$ cat src/rtl/card_lock_pkg.sv
// Shared types and constants for the card lock front end: FSM state encoding,
// card type codes and the serial frame length.
package card_lock_pkg;

    localparam int FRAME_BITS = 19;

    typedef enum logic [2:0] {
        ST_IDLE        = 3'd0,
        ST_SHIFT       = 3'd1,
        ST_CHECK       = 3'd2,
        ST_PRESENT     = 3'd3,
        ST_UNLOCK      = 3'd4,
        ST_REJECT      = 3'd5,
        ST_WAIT_REMOVE = 3'd6,
        ST_LOCKOUT     = 3'd7
    } state_e;

    localparam logic [1:0] CARD_GUEST     = 2'b00;
    localparam logic [1:0] CARD_MAID      = 2'b01;
    localparam logic [1:0] CARD_GUEST_RST = 2'b10;
    localparam logic [1:0] CARD_MAID_RST  = 2'b11;

    // A frame is accepted when its total count of ones is even.
    function automatic logic frame_parity_ok(input logic [FRAME_BITS-1:0] word);
        return ~(^word);
    endfunction

endpackage

$ cat src/rtl/card_frame_rx.sv
// Serial frame receiver: shifts in card bits MSB first, counts them, watches
// the inter-bit gap and reports done/ok/timeout to the sequencer FSM.
module card_frame_rx
    import card_lock_pkg::*;
#(
    parameter int BIT_TIMEOUT = 16
) (
    input  logic        clk,
    input  logic        reset,
    input  logic        clear_i,
    input  logic        enable_i,
    input  logic        bit_i,
    input  logic        bit_valid_i,
    output logic        done_o,
    output logic        ok_o,
    output logic        timeout_o,
    output logic [1:0]  type_o,
    output logic [15:0] code_o
);

    localparam int CW = $clog2(FRAME_BITS + 1);
    localparam int TW = $clog2(BIT_TIMEOUT + 1);

    logic [FRAME_BITS-1:0] shift_q, shift_d;
    logic [CW-1:0]         cnt_q, cnt_d;
    logic [TW-1:0]         gap_q, gap_d;

    always_comb begin
        shift_d   = shift_q;
        cnt_d     = cnt_q;
        gap_d     = gap_q;
        done_o    = 1'b0;
        timeout_o = 1'b0;
        if (clear_i) begin
            shift_d = '0;
            cnt_d   = '0;
            gap_d   = '0;
        end else if (enable_i) begin
            if (bit_valid_i) begin
                shift_d = {shift_q[FRAME_BITS-2:0], bit_i};
                cnt_d   = cnt_q + 1'b1;
                gap_d   = '0;
                done_o  = (cnt_q == CW'(FRAME_BITS - 1));
            end else if (cnt_q != '0) begin
                // The gap timer only runs once the first bit has been seen.
                if (gap_q == TW'(BIT_TIMEOUT - 1)) begin
                    timeout_o = 1'b1;
                end else begin
                    gap_d = gap_q + 1'b1;
                end
            end
        end
    end

    // Fields are taken from the next-state word so the sequencer can load
    // them on the same edge the last bit arrives.
    assign ok_o   = frame_parity_ok(shift_d);
    assign type_o = shift_d[FRAME_BITS-1:FRAME_BITS-2];
    assign code_o = shift_d[FRAME_BITS-3:1];

    always_ff @(posedge clk) begin
        if (reset) begin
            shift_q <= '0;
            cnt_q   <= '0;
            gap_q   <= '0;
        end else begin
            shift_q <= shift_d;
            cnt_q   <= cnt_d;
            gap_q   <= gap_d;
        end
    end

endmodule

$ cat src/rtl/card_read_sequencer.sv
// Card lock front end: receives and checks a card frame, presents it to the
// lock, drives the door on a trip and locks the reader out after repeated fails.
module card_read_sequencer
    import card_lock_pkg::*;
#(
    parameter int UNLOCK_CYCLES  = 8,
    parameter int MAX_FAILS      = 3,
    parameter int LOCKOUT_CYCLES = 64,
    parameter int BIT_TIMEOUT    = 16
) (
    input  logic                             clk,
    input  logic                             reset,
    input  logic                             card_present,
    input  logic                             card_bit,
    input  logic                             card_bit_valid,
    input  logic                             lock_tripped,
    output logic [1:0]                       card_type,
    output logic [15:0]                      entry_code,
    output logic                             card_read,
    output logic                             door_unlock,
    output logic                             reader_busy,
    output logic                             frame_error,
    output logic                             lockout,
    output logic [2:0]                       dbg_state,
    output logic [$clog2(MAX_FAILS+1)-1:0]   dbg_fail_count
);

    localparam int FW   = $clog2(MAX_FAILS + 1);
    localparam int TMAX = (UNLOCK_CYCLES > LOCKOUT_CYCLES) ?
                          ((UNLOCK_CYCLES > 2) ? UNLOCK_CYCLES : 2) :
                          ((LOCKOUT_CYCLES > 2) ? LOCKOUT_CYCLES : 2);
    localparam int TW   = $clog2(TMAX + 1);

    state_e        state_q, state_d;
    logic          present_q;
    logic [FW-1:0] fail_q, fail_d;
    logic [TW-1:0] tmr_q, tmr_d;
    logic          ok_q, ok_d;
    logic [1:0]    type_q, type_d;
    logic [15:0]   code_q, code_d;
    logic          ferr_d;
    logic          read_q, door_q, busy_q, ferr_q, lock_q;

    logic          rx_done, rx_ok, rx_timeout;
    logic [1:0]    rx_type;
    logic [15:0]   rx_code;

    card_frame_rx #(
        .BIT_TIMEOUT (BIT_TIMEOUT)
    ) u_rx (
        .clk         (clk),
        .reset       (reset),
        .clear_i     (state_q == ST_IDLE),
        .enable_i    (state_q == ST_SHIFT),
        .bit_i       (card_bit),
        .bit_valid_i (card_bit_valid),
        .done_o      (rx_done),
        .ok_o        (rx_ok),
        .timeout_o   (rx_timeout),
        .type_o      (rx_type),
        .code_o      (rx_code)
    );

    always_comb begin
        state_d = state_q;
        fail_d  = fail_q;
        ok_d    = ok_q;
        type_d  = type_q;
        code_d  = code_q;
        ferr_d  = 1'b0;
        case (state_q)
            ST_IDLE: begin
                if (card_present && !present_q) state_d = ST_SHIFT;
            end
            ST_SHIFT: begin
                if (!card_present) begin
                    state_d = ST_REJECT;
                end else if (rx_timeout) begin
                    state_d = ST_REJECT;
                    ferr_d  = 1'b1;
                end else if (rx_done) begin
                    // Load the fields on entry to CHECK so they are stable a
                    // full cycle before card_read rises.
                    state_d = ST_CHECK;
                    ok_d    = rx_ok;
                    if (rx_ok) begin
                        type_d = rx_type;
                        code_d = rx_code;
                    end
                end
            end
            ST_CHECK: begin
                if (ok_q) begin
                    state_d = ST_PRESENT;
                end else begin
                    state_d = ST_REJECT;
                    ferr_d  = 1'b1;
                end
            end
            ST_PRESENT: begin
                if (tmr_q == TW'(1)) state_d = lock_tripped ? ST_UNLOCK : ST_REJECT;
            end
            ST_UNLOCK: begin
                if (tmr_q == TW'(UNLOCK_CYCLES - 1)) begin
                    fail_d  = '0;
                    state_d = ST_WAIT_REMOVE;
                end
            end
            ST_REJECT: begin
                if (fail_q != FW'(MAX_FAILS)) fail_d = fail_q + 1'b1;
                state_d = (fail_q >= FW'(MAX_FAILS - 1)) ? ST_LOCKOUT : ST_WAIT_REMOVE;
            end
            ST_WAIT_REMOVE: begin
                if (!card_present) state_d = ST_IDLE;
            end
            ST_LOCKOUT: begin
                if (tmr_q == TW'(LOCKOUT_CYCLES - 1)) begin
                    fail_d  = '0;
                    state_d = ST_WAIT_REMOVE;
                end
            end
            default: state_d = ST_IDLE;
        endcase
        // One shared timer, restarted on every state change.
        tmr_d = (state_d != state_q) ? '0 : tmr_q + 1'b1;
    end

    always_ff @(posedge clk) begin
        if (reset) begin
            state_q   <= ST_IDLE;
            present_q <= 1'b0;
            fail_q    <= '0;
            tmr_q     <= '0;
            ok_q      <= 1'b0;
            type_q    <= '0;
            code_q    <= '0;
            read_q    <= 1'b0;
            door_q    <= 1'b0;
            busy_q    <= 1'b0;
            ferr_q    <= 1'b0;
            lock_q    <= 1'b0;
        end else begin
            state_q   <= state_d;
            present_q <= card_present;
            fail_q    <= fail_d;
            tmr_q     <= tmr_d;
            ok_q      <= ok_d;
            type_q    <= type_d;
            code_q    <= code_d;
            read_q    <= (state_d == ST_PRESENT);
            door_q    <= (state_d == ST_UNLOCK);
            busy_q    <= (state_d != ST_IDLE);
            ferr_q    <= ferr_d;
            lock_q    <= (state_d == ST_LOCKOUT);
        end
    end

    assign card_type      = type_q;
    assign entry_code     = code_q;
    assign card_read      = read_q;
    assign door_unlock    = door_q;
    assign reader_busy    = busy_q;
    assign frame_error    = ferr_q;
    assign lockout        = lock_q;
    assign dbg_state      = state_q;
    assign dbg_fail_count = fail_q;

endmodule

$ cat config.mk
export PLATFORM = sky130hd
export DESIGN_NAME = card_read_sequencer
export DESIGN_NICKNAME = d
export VERILOG_FILES = /design/src/rtl/card_lock_pkg.sv /design/src/rtl/card_frame_rx.sv /design/src/rtl/card_read_sequencer.sv
export SDC_FILE = /design/constraint.sdc
export NUM_CORES = 1
export LEC_CHECK = 0
export CAP_MARGIN = 15
export CORE_ASPECT_RATIO = 0.5
export CORE_MARGIN = 2
export CORE_UTILIZATION = 60
export DETAILED_ROUTE_END_ITERATION = 8
export GPL_TIMING_DRIVEN = 0
export PLACE_DENSITY = 0.8
export SYNTH_ARGS = -nofsm -noshare
export SYNTH_HDL_FRONTEND = slang
export SYNTH_HIERARCHICAL = 1
export SYNTH_SLANG_ARGS = --single-unit
$ cat constraint.sdc
create_clock -name clk -period 6.16 [get_ports clk]
set_input_delay 0.924 -clock clk [delete_from_list [all_inputs] [get_ports clk]]
set_output_delay 0.924 -clock clk [all_outputs]
set_load 0.005 [all_outputs]
==> impl_metrics.env <==
export IMPL_stdcell_area_um2=4131
export IMPL_crit_chain="nand2b_1 > nor2_1 > nand2_1 > buf_4 > a21oi_1 > mux2i_1 > xnor2_1 > xnor3_1 > xnor2_1 > nand3_1 > clkbuf_1 > nand2_1 > a21oi_1"
export IMPL_viasPerCell=5.514
export IMPL_final_net_count=462
export IMPL_finalCritPeriodShare_pct=59.23
export IMPL_yosysSeqAreaShare_pct=38.67
export IMPL_die_height_um=57.36
export IMPL_antenna_found_initial=0
export IMPL_clk_pin_slew_ns=0.05
export IMPL_die_x_um=110.7
export IMPL_placed_area_um2=3829
export IMPL_gr_total_overflow=0
export IMPL_grt_pass1_vias=2684
export IMPL_ir_worst_vdd_mv=0.2037
export IMPL_status="finished, final reports clean"
export IMPL_grtUsageTotal_pct=24.69
export IMPL_hold_viol_final=0
export IMPL_worstSetupPathType="reg2reg"
export IMPL_tns_ns=0
export IMPL_cts_htree_levels=3
export IMPL_ys_types=55
export IMPL_setup_viol=0
export IMPL_finalWeightedCongestion=0.8604
export IMPL_antennaDiodeCount=0
export IMPL_nFillCells=399
export IMPL_core_area_um2=5492
export IMPL_clock_latency_ns=0.33
export IMPL_start_util_pct=62.22
export IMPL_maxCapViolations=0
export IMPL_synth_edf_count=0
export IMPL_cts_sinks=66
export IMPL_ctsHoldBuffers=0
export IMPL_cts_inserted_buffers=9
export IMPL_crit_path_start_kind="flip-flop"
export IMPL_async_reset_ff_share_pct=0
export IMPL_rsz0062_at_grt="false"
export IMPL_ant_nets=0
export IMPL_hold_path_class="reg2reg"
export IMPL_synth_main_ff_cell="dfxtp_1"
export IMPL_power_leakage_nw=1.565
export IMPL_synth_top_area_share_pct=38.67
export IMPL_slew_headroom_pct=55.96
export IMPL_fin_worst_skew_ns=0.003920
export IMPL_syn_num_nets=419
export IMPL_hold_slack_ns=0.4519
export IMPL_power_mw=1.063
export IMPL_port_buffers=32
export IMPL_num_rows=19
export IMPL_slowest_stage="nor2_1"
export IMPL_finalCriticalPeriod_ns=3.648
export IMPL_power_density_nw_per_um2=257.2
export IMPL_endpoint_kind="flip-flop"
export IMPL_io_pins=34
export IMPL_area_growth_pct=20.91
export IMPL_cts_resized_gates=0
export IMPL_drcViolationCount=0
export IMPL_arrival_ns=3.85
export IMPL_ys_warn_count=6
export IMPL_vias=2895
export IMPL_yosys_top_cells_area="dfxtp_1 39%, nand2_1 6.2%, buf_4 5.3%, nor2_1 5.3%, a21oi_1 4.8%"
export IMPL_synth_cells=404
export IMPL_drt_iter0_drc=170
export IMPL_hold_path_depth=2
export IMPL_synth_largest_area_cell="dfxtp_1"
export IMPL_dr_pass1_iters=5
export IMPL_syn_area_um2=3417
export IMPL_worst_path_stages=13
export IMPL_clock_fmax_mhz=274.1
export IMPL_crit_family="simple AND/OR/NAND/NOR gates"
export IMPL_post_cts_buffers=0
export IMPL_cts_tree="done"
export IMPL_drive_gt1_share_pct=13.05
export IMPL_worstRegToRegCells=13
export IMPL_grt_max_degree=11
export IMPL_worst_slew_pin_slew_ns=0.6582
export IMPL_avgSynthCellArea_um2=8.458
export IMPL_crit_required_ns=6.36
export IMPL_routed_wl_mm=7.466
export IMPL_place_hpwl_mm=5.452
export IMPL_path_buf_inv=2
export IMPL_final_cells=525
export IMPL_ys_ff_latch=66
export IMPL_place_inst=509
export IMPL_cts_root_buf="clkbuf_16"
export IMPL_grt_pass1_wl_mm=12.25
export IMPL_ctsLongestPathBuffers=2
export IMPL_wl_per_cell_um=14.22
export IMPL_crit_fanout=10
export IMPL_design_die_area_um2=6351
export IMPL_max_stage_delay_ns=0.49
export IMPL_drv_slew=0
==> per-layer routing <==
layer,vias to the layer above,share of wire (%),GRT usage [%]
li1,1433,-,-
met1,1385,44,29.87
met2,67,49,41.45
met3,10,5.7,8.608
met4,0,1.1,9.643
met5,-,0,0
==> state kept, by name, indices dropped and copies added (netlist names), 2 cells and up <==
name	count
entry_code	16
u_rx/cnt_q	5
u_rx/gap_q	5
u_rx/shift_q	19
card_type	2
tmr_q	7
dbg_state	3
dbg_fail_count	2
==> placed cells by master (no fill, tap or decap), types with 14 or more instances in the layout <==
cell	netlist	routed
mux2i_1	15	15
clkdlybuf4s50_1	0	32
dfxtp_1	66	66
xnor2_1	14	14
nor2_1	48	48
nand2_1	56	56
a21oi_1	33	33
nor3_1	22	22
buf_4	24	24
==> cell usage after synthesis, drive strengths merged (2+ instances only) <==
master,n
ha,9
nand4,5
nand3b,2
nand3,4
or2,4
nor4b,2
nand2b,3
clkbuf,10
nor2b,10
nor3,23
xor2,11
and2,2
mux2i,15
o21ai,6
and3,5
nor4,4
dfxtp,66
and3b,2
xnor2,14
inv,10
buf,31
nand2,57
a21o,3
a21oi,38
nor2,48
xnor3,2
==> report_power, final <==
group	internal [mW]	switching (mW)	leakage (nW)	total, mW
Combinational	0.0426	0.0751	0.880	0.118
Clock	0.327	0.177	0.152	0.504
Sequential	0.435	0.00683	0.533	0.441
Total	0.804	0.259	1.57	1.06
==> path summary, 6_finish.rpt <==
kind	start	to	slack, ns
max	dbg_state[1]$_SDFF_PP0_	entry_code[5]$_SDFFE_PP0P_	2.51
min	entry_code[3]$_SDFFE_PP0P_	entry_code[3]$_SDFFE_PP0P_	0.45
max reg2reg	dbg_state[1]$_SDFF_PP0_	entry_code[5]$_SDFFE_PP0P_	2.51
min reg2reg	entry_code[3]$_SDFFE_PP0P_	entry_code[3]$_SDFFE_PP0P_	0.45
==> kinds of logic after synthesis <==
logic type / Yosys count / synth area share, %
AND/OR/NAND/NOR: 175 / 24.46
XOR/XNOR: 27 / 7.726
flip-flops: 66 / 38.67
AO/OA/AOI/OAI: 61 / 12.60
multiplexers: 15 / 4.394
buffers and inverters: 51 / 8.861
adder cells (fa/ha/maj): 9 / 3.296
==> area by class of cell <==
cell class	count	area [µm²]	area share, %
Multi-Input combinational cell	287	1793	43.40
Tap cell	73	91.34	2.211
Sequential cell	66	1321	31.98
Inverter	10	37.54	0.9085
Buffer	41	265.3	6.420
Timing Repair Buffer	32	320.3	7.753
Clock inverter	1	5.005	0.1211
Clock buffer	15	297.8	7.208
==> worst reg2reg max path, delay by kind of cell, from the launching register on <==
| family | cells | cell delay [ns] |
|---|---|---|
| AND/OR/NAND/NOR | 5 | 1.41 |
| XOR/XNOR | 3 | 0.66 |
| buffers and inverters | 2 | 0.56 |
| flip-flops | 1 | 0.36 |
| AO/OA/AOI/OAI | 2 | 0.26 |
| multiplexers | 1 | 0.26 |
==> metrics by stage <==
stage	utilization, %	worst slack (ns)
after global routing	75.23	2.239
after global placement	69.72	2.724
after detailed placement	69.72	2.605
final	75.23	2.512
after CTS	75.23	2.566
after floorplan	-	3.158
No activity file was read; power rests on OpenSTA's default activity.
